**src/rtl/ssd_scan_ctrl_pkg.sv**
```systemverilog
// ============================================================================
// Module   : ssd_scan_ctrl_pkg
// Purpose  : Shared definitions for the seven-segment scan controller:
//            slot state encoding, digit count and the all-anodes-off pattern.
// Ports    : none (package)
// Revision : 1.0 - initial release
// ============================================================================
`default_nettype none

package ssd_scan_ctrl_pkg;

    // Per-slot phase: DEAD keeps every anode off to suppress ghosting while
    // the digit nibble and anode select change; ON lights the selected digit.
    typedef enum logic [0:0] {
        ST_DEAD = 1'b0,
        ST_ON   = 1'b1
    } scan_state_e;

    localparam int          NUM_DIGITS = 4;
    localparam logic [3:0]  AN_OFF     = 4'b1111;

endpackage : ssd_scan_ctrl_pkg

`default_nettype wire

```
**src/rtl/ssd_slot_timer.sv**
```systemverilog
// ============================================================================
// Module   : ssd_slot_timer
// Purpose  : Slot timing for the display scan. Counts DIV cycles per digit
//            slot, steps the digit index 0..3 and sequences DEAD -> ON within
//            each slot. Exposes the next-cycle index/phase so the consumer can
//            register its outputs in step with the timer.
// Ports    : clk             system clock
//            rst_n           asynchronous active-low reset
//            idx_next_o      digit index valid after the coming edge
//            state_on_next_o phase after the coming edge is ON
//            frame_end_o     coming edge ends slot 3 (frame boundary)
// Revision : 1.0 - initial release
// ============================================================================
`default_nettype none

module ssd_slot_timer
    import ssd_scan_ctrl_pkg::*;
#(
    parameter int DIV  = 100000,
    parameter int DEAD = 16
) (
    input  logic       clk,
    input  logic       rst_n,
    output logic [1:0] idx_next_o,
    output logic       state_on_next_o,
    output logic       frame_end_o
);

    localparam int             CW          = (DIV > 1) ? $clog2(DIV) : 1;
    localparam logic [CW-1:0]  c_cnt_last  = CW'(DIV - 1);
    // DEAD=0 never consults this compare; clamp so the cast stays in range.
    localparam logic [CW-1:0]  c_dead_last = CW'((DEAD > 0) ? DEAD - 1 : 0);

    logic [CW-1:0] cnt_q, cnt_d;
    logic [1:0]    idx_q, idx_d;
    scan_state_e   state_q, state_d;
    logic          frame_end;

    always_ff @(posedge clk or negedge rst_n) begin
        if (!rst_n) begin
            cnt_q   <= '0;
            idx_q   <= 2'd0;
            state_q <= ST_DEAD;
        end else begin
            cnt_q   <= cnt_d;
            idx_q   <= idx_d;
            state_q <= state_d;
        end
    end

    always_comb begin
        cnt_d     = cnt_q + 1'b1;
        idx_d     = idx_q;
        state_d   = state_q;
        frame_end = 1'b0;
        if (cnt_q == c_cnt_last) begin
            cnt_d     = '0;
            idx_d     = idx_q + 2'd1;
            state_d   = (DEAD == 0) ? ST_ON : ST_DEAD;
            frame_end = (idx_q == 2'd3);
        end else if (state_q == ST_DEAD && (DEAD == 0 || cnt_q == c_dead_last)) begin
            state_d = ST_ON;
        end
    end

    assign idx_next_o      = idx_d;
    assign state_on_next_o = (state_d == ST_ON);
    assign frame_end_o     = frame_end;

endmodule : ssd_slot_timer

`default_nettype wire

```
**src/rtl/ssd_scan_ctrl.sv**
```systemverilog
// ============================================================================
// Module   : ssd_scan_ctrl
// Purpose  : Time-multiplexed scan controller for a 4-digit common-anode
//            seven-segment display. Feeds one nibble per slot to the hex
//            decoder and drives active-low anodes with dead time, leading-zero
//            blanking and frame-synchronous (tear-free) value updates.
// Ports    : clk            system clock
//            rst_n          asynchronous active-low reset
//            value_i[15:0]  value to display, [15:12] = leftmost digit 3
//            load_i         strobe: capture value_i into the pending register
//            blank_en_i     suppress leading zeros
//            dp_mask_i[3:0] decimal point enable per digit
//            digit_o[3:0]   nibble for the decoder
//            an_o[3:0]      active-low anode enables, an_o[k] = digit k
//            dp_n_o         active-low decimal point
//            frame_tick_o   one-cycle pulse at each frame boundary
//            upd_pending_o  a loaded value awaits the next frame boundary
// Revision : 1.0 - initial release
// ============================================================================
`default_nettype none

module ssd_scan_ctrl
    import ssd_scan_ctrl_pkg::*;
#(
    parameter int DIV  = 100000,
    parameter int DEAD = 16
) (
    input  logic        clk,
    input  logic        rst_n,
    input  logic [15:0] value_i,
    input  logic        load_i,
    input  logic        blank_en_i,
    input  logic [3:0]  dp_mask_i,
    output logic [3:0]  digit_o,
    output logic [3:0]  an_o,
    output logic        dp_n_o,
    output logic        frame_tick_o,
    output logic        upd_pending_o
);

    logic [1:0]            idx_next;
    logic                  state_on_next;
    logic                  frame_end;

    logic [15:0]           shown_q, shown_d;
    logic [15:0]           pending_q, pending_d;
    logic                  upd_pending_q, upd_pending_d;
    logic [3:0]            an_q, an_d;
    logic [3:0]            digit_q, digit_d;
    logic                  dp_n_q, dp_n_d;
    logic                  frame_tick_q;
    logic [NUM_DIGITS-1:0] lz_blank;
    logic                  lit;

    ssd_slot_timer #(
        .DIV  (DIV),
        .DEAD (DEAD)
    ) u_timer (
        .clk             (clk),
        .rst_n           (rst_n),
        .idx_next_o      (idx_next),
        .state_on_next_o (state_on_next),
        .frame_end_o     (frame_end)
    );

    // All outputs are computed from next-cycle timer values and the value that
    // will be shown next cycle, so they switch on the same edge as the index.
    always_comb begin
        shown_d       = shown_q;
        pending_d     = pending_q;
        upd_pending_d = upd_pending_q;

        // Boundary transfer first; a coincident load then re-arms pending
        // with the new value, so nothing is lost.
        if (frame_end && upd_pending_q) begin
            shown_d       = pending_q;
            upd_pending_d = 1'b0;
        end
        if (load_i) begin
            pending_d     = value_i;
            upd_pending_d = 1'b1;
        end

        // Digit k blanks when it and every digit to its left are zero.
        lz_blank = '0;
        if (blank_en_i) begin
            lz_blank[1] = (shown_d[15:4]  == 12'h000);
            lz_blank[2] = (shown_d[15:8]  == 8'h00);
            lz_blank[3] = (shown_d[15:12] == 4'h0);
        end

        digit_d = shown_d[{idx_next, 2'b00} +: 4];
        lit     = state_on_next && !lz_blank[idx_next];
        an_d    = lit ? ~(4'b0001 << idx_next) : AN_OFF;
        dp_n_d  = lit ? ~dp_mask_i[idx_next] : 1'b1;
    end

    always_ff @(posedge clk or negedge rst_n) begin
        if (!rst_n) begin
            shown_q       <= 16'h0000;
            pending_q     <= 16'h0000;
            upd_pending_q <= 1'b0;
            an_q          <= AN_OFF;
            digit_q       <= 4'h0;
            dp_n_q        <= 1'b1;
            frame_tick_q  <= 1'b0;
        end else begin
            shown_q       <= shown_d;
            pending_q     <= pending_d;
            upd_pending_q <= upd_pending_d;
            an_q          <= an_d;
            digit_q       <= digit_d;
            dp_n_q        <= dp_n_d;
            frame_tick_q  <= frame_end;
        end
    end

    assign digit_o       = digit_q;
    assign an_o          = an_q;
    assign dp_n_o        = dp_n_q;
    assign frame_tick_o  = frame_tick_q;
    assign upd_pending_o = upd_pending_q;

endmodule : ssd_scan_ctrl

`default_nettype wire

```
**config.mk**
```make
export PLATFORM = sky130hd
export DESIGN_NAME = ssd_scan_ctrl
export DESIGN_NICKNAME = d
export VERILOG_FILES = /design/src/rtl/ssd_scan_ctrl_pkg.sv /design/src/rtl/ssd_slot_timer.sv /design/src/rtl/ssd_scan_ctrl.sv
export SDC_FILE = /design/constraint.sdc
export NUM_CORES = 1
export LEC_CHECK = 0
export BUFFER_PORTS_ARGS = -buffer_cell sky130_fd_sc_hd__buf_2
export CAP_MARGIN = 0
export CORE_ASPECT_RATIO = 0.9
export CORE_MARGIN = 1.5
export CORE_UTILIZATION = 30
export DETAILED_ROUTE_END_ITERATION = 10
export PLACE_DENSITY = 0.56
export SYNTH_ARGS = -nofsm -noshare
export SYNTH_HDL_FRONTEND = slang
export SYNTH_SLANG_ARGS = --single-unit
```
**constraint.sdc**
```tcl
create_clock -name clk -period 4.1 [get_ports clk]
set_clock_uncertainty 0.1 [all_clocks]
set_input_delay 0.41 -clock clk [delete_from_list [all_inputs] [get_ports clk]]
set_output_delay 0.41 -clock clk [all_outputs]
set_load 0.01 [all_outputs]
```
==> summary.md <==
| Metric | Value |
|---|---|
| Slowest CP cell | or4_1 |
| Initial Utilization | 0.3122 |
| Port Buffer Count | 34 |
| Die area | between 9000 and 10000 um^2 |
| CTS max path bufs | 2 |
| GRT overflow | 0 |
| DRC errors left | 0 |
| Final Critical Period | ~3200 ps |
| Max_slew headroom | 0.2602 |
| Clock edge transition at the registers on the reported setup and hold paths | 70 ps |
| Via density | between 4 and 5 |
| Ys Warns | 0 |
| Chip Height | ~93 um |
| Die width | around 100 um |
| HPWL reported at the end of detailed placement | ~4 mm |
| Final hold violations | 26 |
| Most common cell after layout, fill and taps aside | dfrtp_1 |
| Share of cells above drive strength 1 | 0.3774 |
| Area Overhead vs Synth | 19.93% |
| Post-CTS setup buffer count | 0 |
| Commonest non-fill, non-tap cells in the layout | dfrtp_1 (58), mux2_2 (34), buf_2 (34) |
| Final wirelength | roughly 5.4 mm |
| Initial antenna violation count | 0 |
| Clk_lat worst skew | 340 ps |
| CTS sink cnt | between 60 and 70 |
| Leak Pwr | approximately 0.0015 uW |
| Failing checks | hold timing |
| Worst Max-Slew Pin Slew | 1102 ps |
| CP most frequent cell | or4_1 |
| Total track usage | 0.1272 |
| Net Switching | roughly 290 uW |
| Placed inst area | about 3000 um^2 |
| ANT nets after route | 0 |
| CP Class | reg2reg |
| Reg power frac | 0.495 |
| # IOs | 35 |
| Max FO, Critical Path | 12 |
| Max-slew violations | 0 |
| Crit-path max cell delay | about 560 ps |
| Routed WL per cell | 14.28 um |
| Post_cts resized | 0 |
| Top_reg_cell synth | dfrtp_1 |
| Worst vdd ir | roughly 0.00013 V |
| Cells after synthesis | 211 |
| Period utilisation layout | 0.7913 |
| CTS tree | done |
| Post-synth cell types | 34 |
| Combinational power share | 0.037 |
| Synth Cell Area | about 2700 um^2 |
| Startpoint types | register |
| MaxCap Viol Count | 0 |
| Unrepaired setup endpoints after global routing | false |
| Worst R2R Path Depth | 6 |
| Status | finished, violations left |
| Num rows | 32 |
| GPL Wtd Cong | about 0.75 |
| First drt pass iteration count | 4 |
| Initial DRC count | 61 |
| Post-synthesis sequential area ratio | 0.5862 |
| Nets | between 200 and 300 |
| CTS Hold Buffers Added | 0 |
| Syn avg cell area | 12.80 um^2 |
| Power Dens Cells | a little over 400 nW/um^2 |
| Fin area | around 3200 um^2 |
| DR vias | 1729 |
| Post-synth ARST share | 1.000 |
| Int Pwr | approximately 1000 uW |
| Vias in the first global route | 1724 |
| Antenna Cells | 0 |
| Clock power frac | 0.468 |
| Tot Pwr | approximately 1300 uW |
| Flop and latch count out of synthesis | 63 |
| First-pass GRT wire length | slightly below 9 mm |
| Cells along the critical path | or4_1 > or4_4 > nor2_4 > xnor2_1 > inv_1 > or4_1 |
| Hold_ws | -10.39 ps |
| Switching portion of total power | 0.2192 |
| CORE AREA | 8648 um^2 |
| Worst hold path class | in2async |
| Final setup violation count | 0 |
| WP data required | 4250 ps |
| Pin count of the biggest net entering global routing | 36 |
| H-tree levels | 3 |
| CTS Root Cell | clkbuf_8 |
| Post-synth EDFFs | 0 |
| Peak Freq | between 300 and 400 MHz |
| CP arrival | 3400 ps |
| Setup TNS | 0 ps |
| Nature of the critical path endpoint | register |
| CTS buffer count | 9 |
| Mapped Nets | 237 |
through the flow:
| stage | utilization | cells | setup slack (ps) |
|---|---|---|---|
| 2_1_floorplan | - | 211 | 1027 |
| 6_report | 0.3744 | 376 | 855.5 |
| 4_1_cts | 0.3744 | 376 | 843.3 |
| 5_1_grt | 0.3744 | 376 | 643.7 |
| 3_5_place_dp | 0.3478 | 360 | 857.3 |
| 3_3_place_gp | 0.3478 | 360 | 913.4 |
final cells by class:
class / count / area (um^2)
clock buffers: 10 / 137.6
multi-input cells: 137 / 1072
inverters: 5 / 18.77
flip-flops and latches: 63 / 1583
repair buffers: 36 / 185.2
fillers: 884 / 5410
clock inverters: 6 / 92.59
well taps: 119 / 148.9
kinds of logic after synthesis:
logic type      after synthesis  share of synthesized area
fa+ha+maj                     2                   0.009266
flops                        63                     0.5862
buf+inv                      11                    0.01668
xor+xnor                     16                    0.05190
simple gates                 65                     0.1311
mux                          42                     0.1761
compound gates               12                    0.02873
final timing paths:
path	slack [ps]	endpoint	startpoint
max in group asynchronous	3000	an_o[3]$_DFF_PN1_	rst_n
min	-10	u_timer.cnt_q[13]$_DFF_PN0_	rst_n
max reg2reg	860	an_o[2]$_DFF_PN1_	u_timer.cnt_q[11]$_DFF_PN0_
min in group clk	190	pending_q[14]$_DFFE_PN0P_	value_i[14]
max	860	an_o[2]$_DFF_PN1_	u_timer.cnt_q[11]$_DFF_PN0_
min reg2reg	400	u_timer.cnt_q[0]$_DFF_PN0_	u_timer.cnt_q[0]$_DFF_PN0_
routing by layer:
metal	global-route usage	vias up	part of all wire
li1	-	829	-
met1	0.1849	852	0.49
met2	0.1711	42	0.45
met3	0.03812	6	0.045
met4	0.06081	0	0.016
met5	0	-	0
critical path: cells and delay by family, from the launching register on:
family	cells	cell delay (ps)
xor gates and xnor gates	1	520
buffers and inverters	1	260
DFF	1	420
and+or+nand+nor	4	1860
Yosys cell counts (3+ instances only):
cell	number	area, um^2
nor2_1	15	56.30
mux2_2	34	382.9
clkbuf_1	4	15.01
o21ai_0	6	30.03
dfrtp_1	58	1451
xor2_1	9	78.83
and3_1	5	31.28
inv_1	5	18.77
nor4_1	6	37.54
mux2i_1	7	70.07
nand3_1	11	55.05
nand2_1	11	41.29
or4_1	3	22.52
dfstp_2	5	131.4
xnor2_1	7	61.31
registers in the layout, indices dropped and copies added, names as in the netlist:
name and count:
frame_tick_o 1, u_timer.state_q 1, upd_pending_o 1, dp_n_o 1, digit_o 4, shown_q 16
an_o 4, u_timer.idx_q 2, pending_q 16, u_timer.cnt_q 17
power by group through the flow:
stage	Combinational [uW]	Sequential, uW	Clock [uW]
global placement	48.9	661	0
CTS	50.6	649	632
floorplan	22.1	657	0
detailed placement	50.3	661	0
finish	48.5	649	615
global route	55.0	652	664
(Power assumes the default switching activity.)
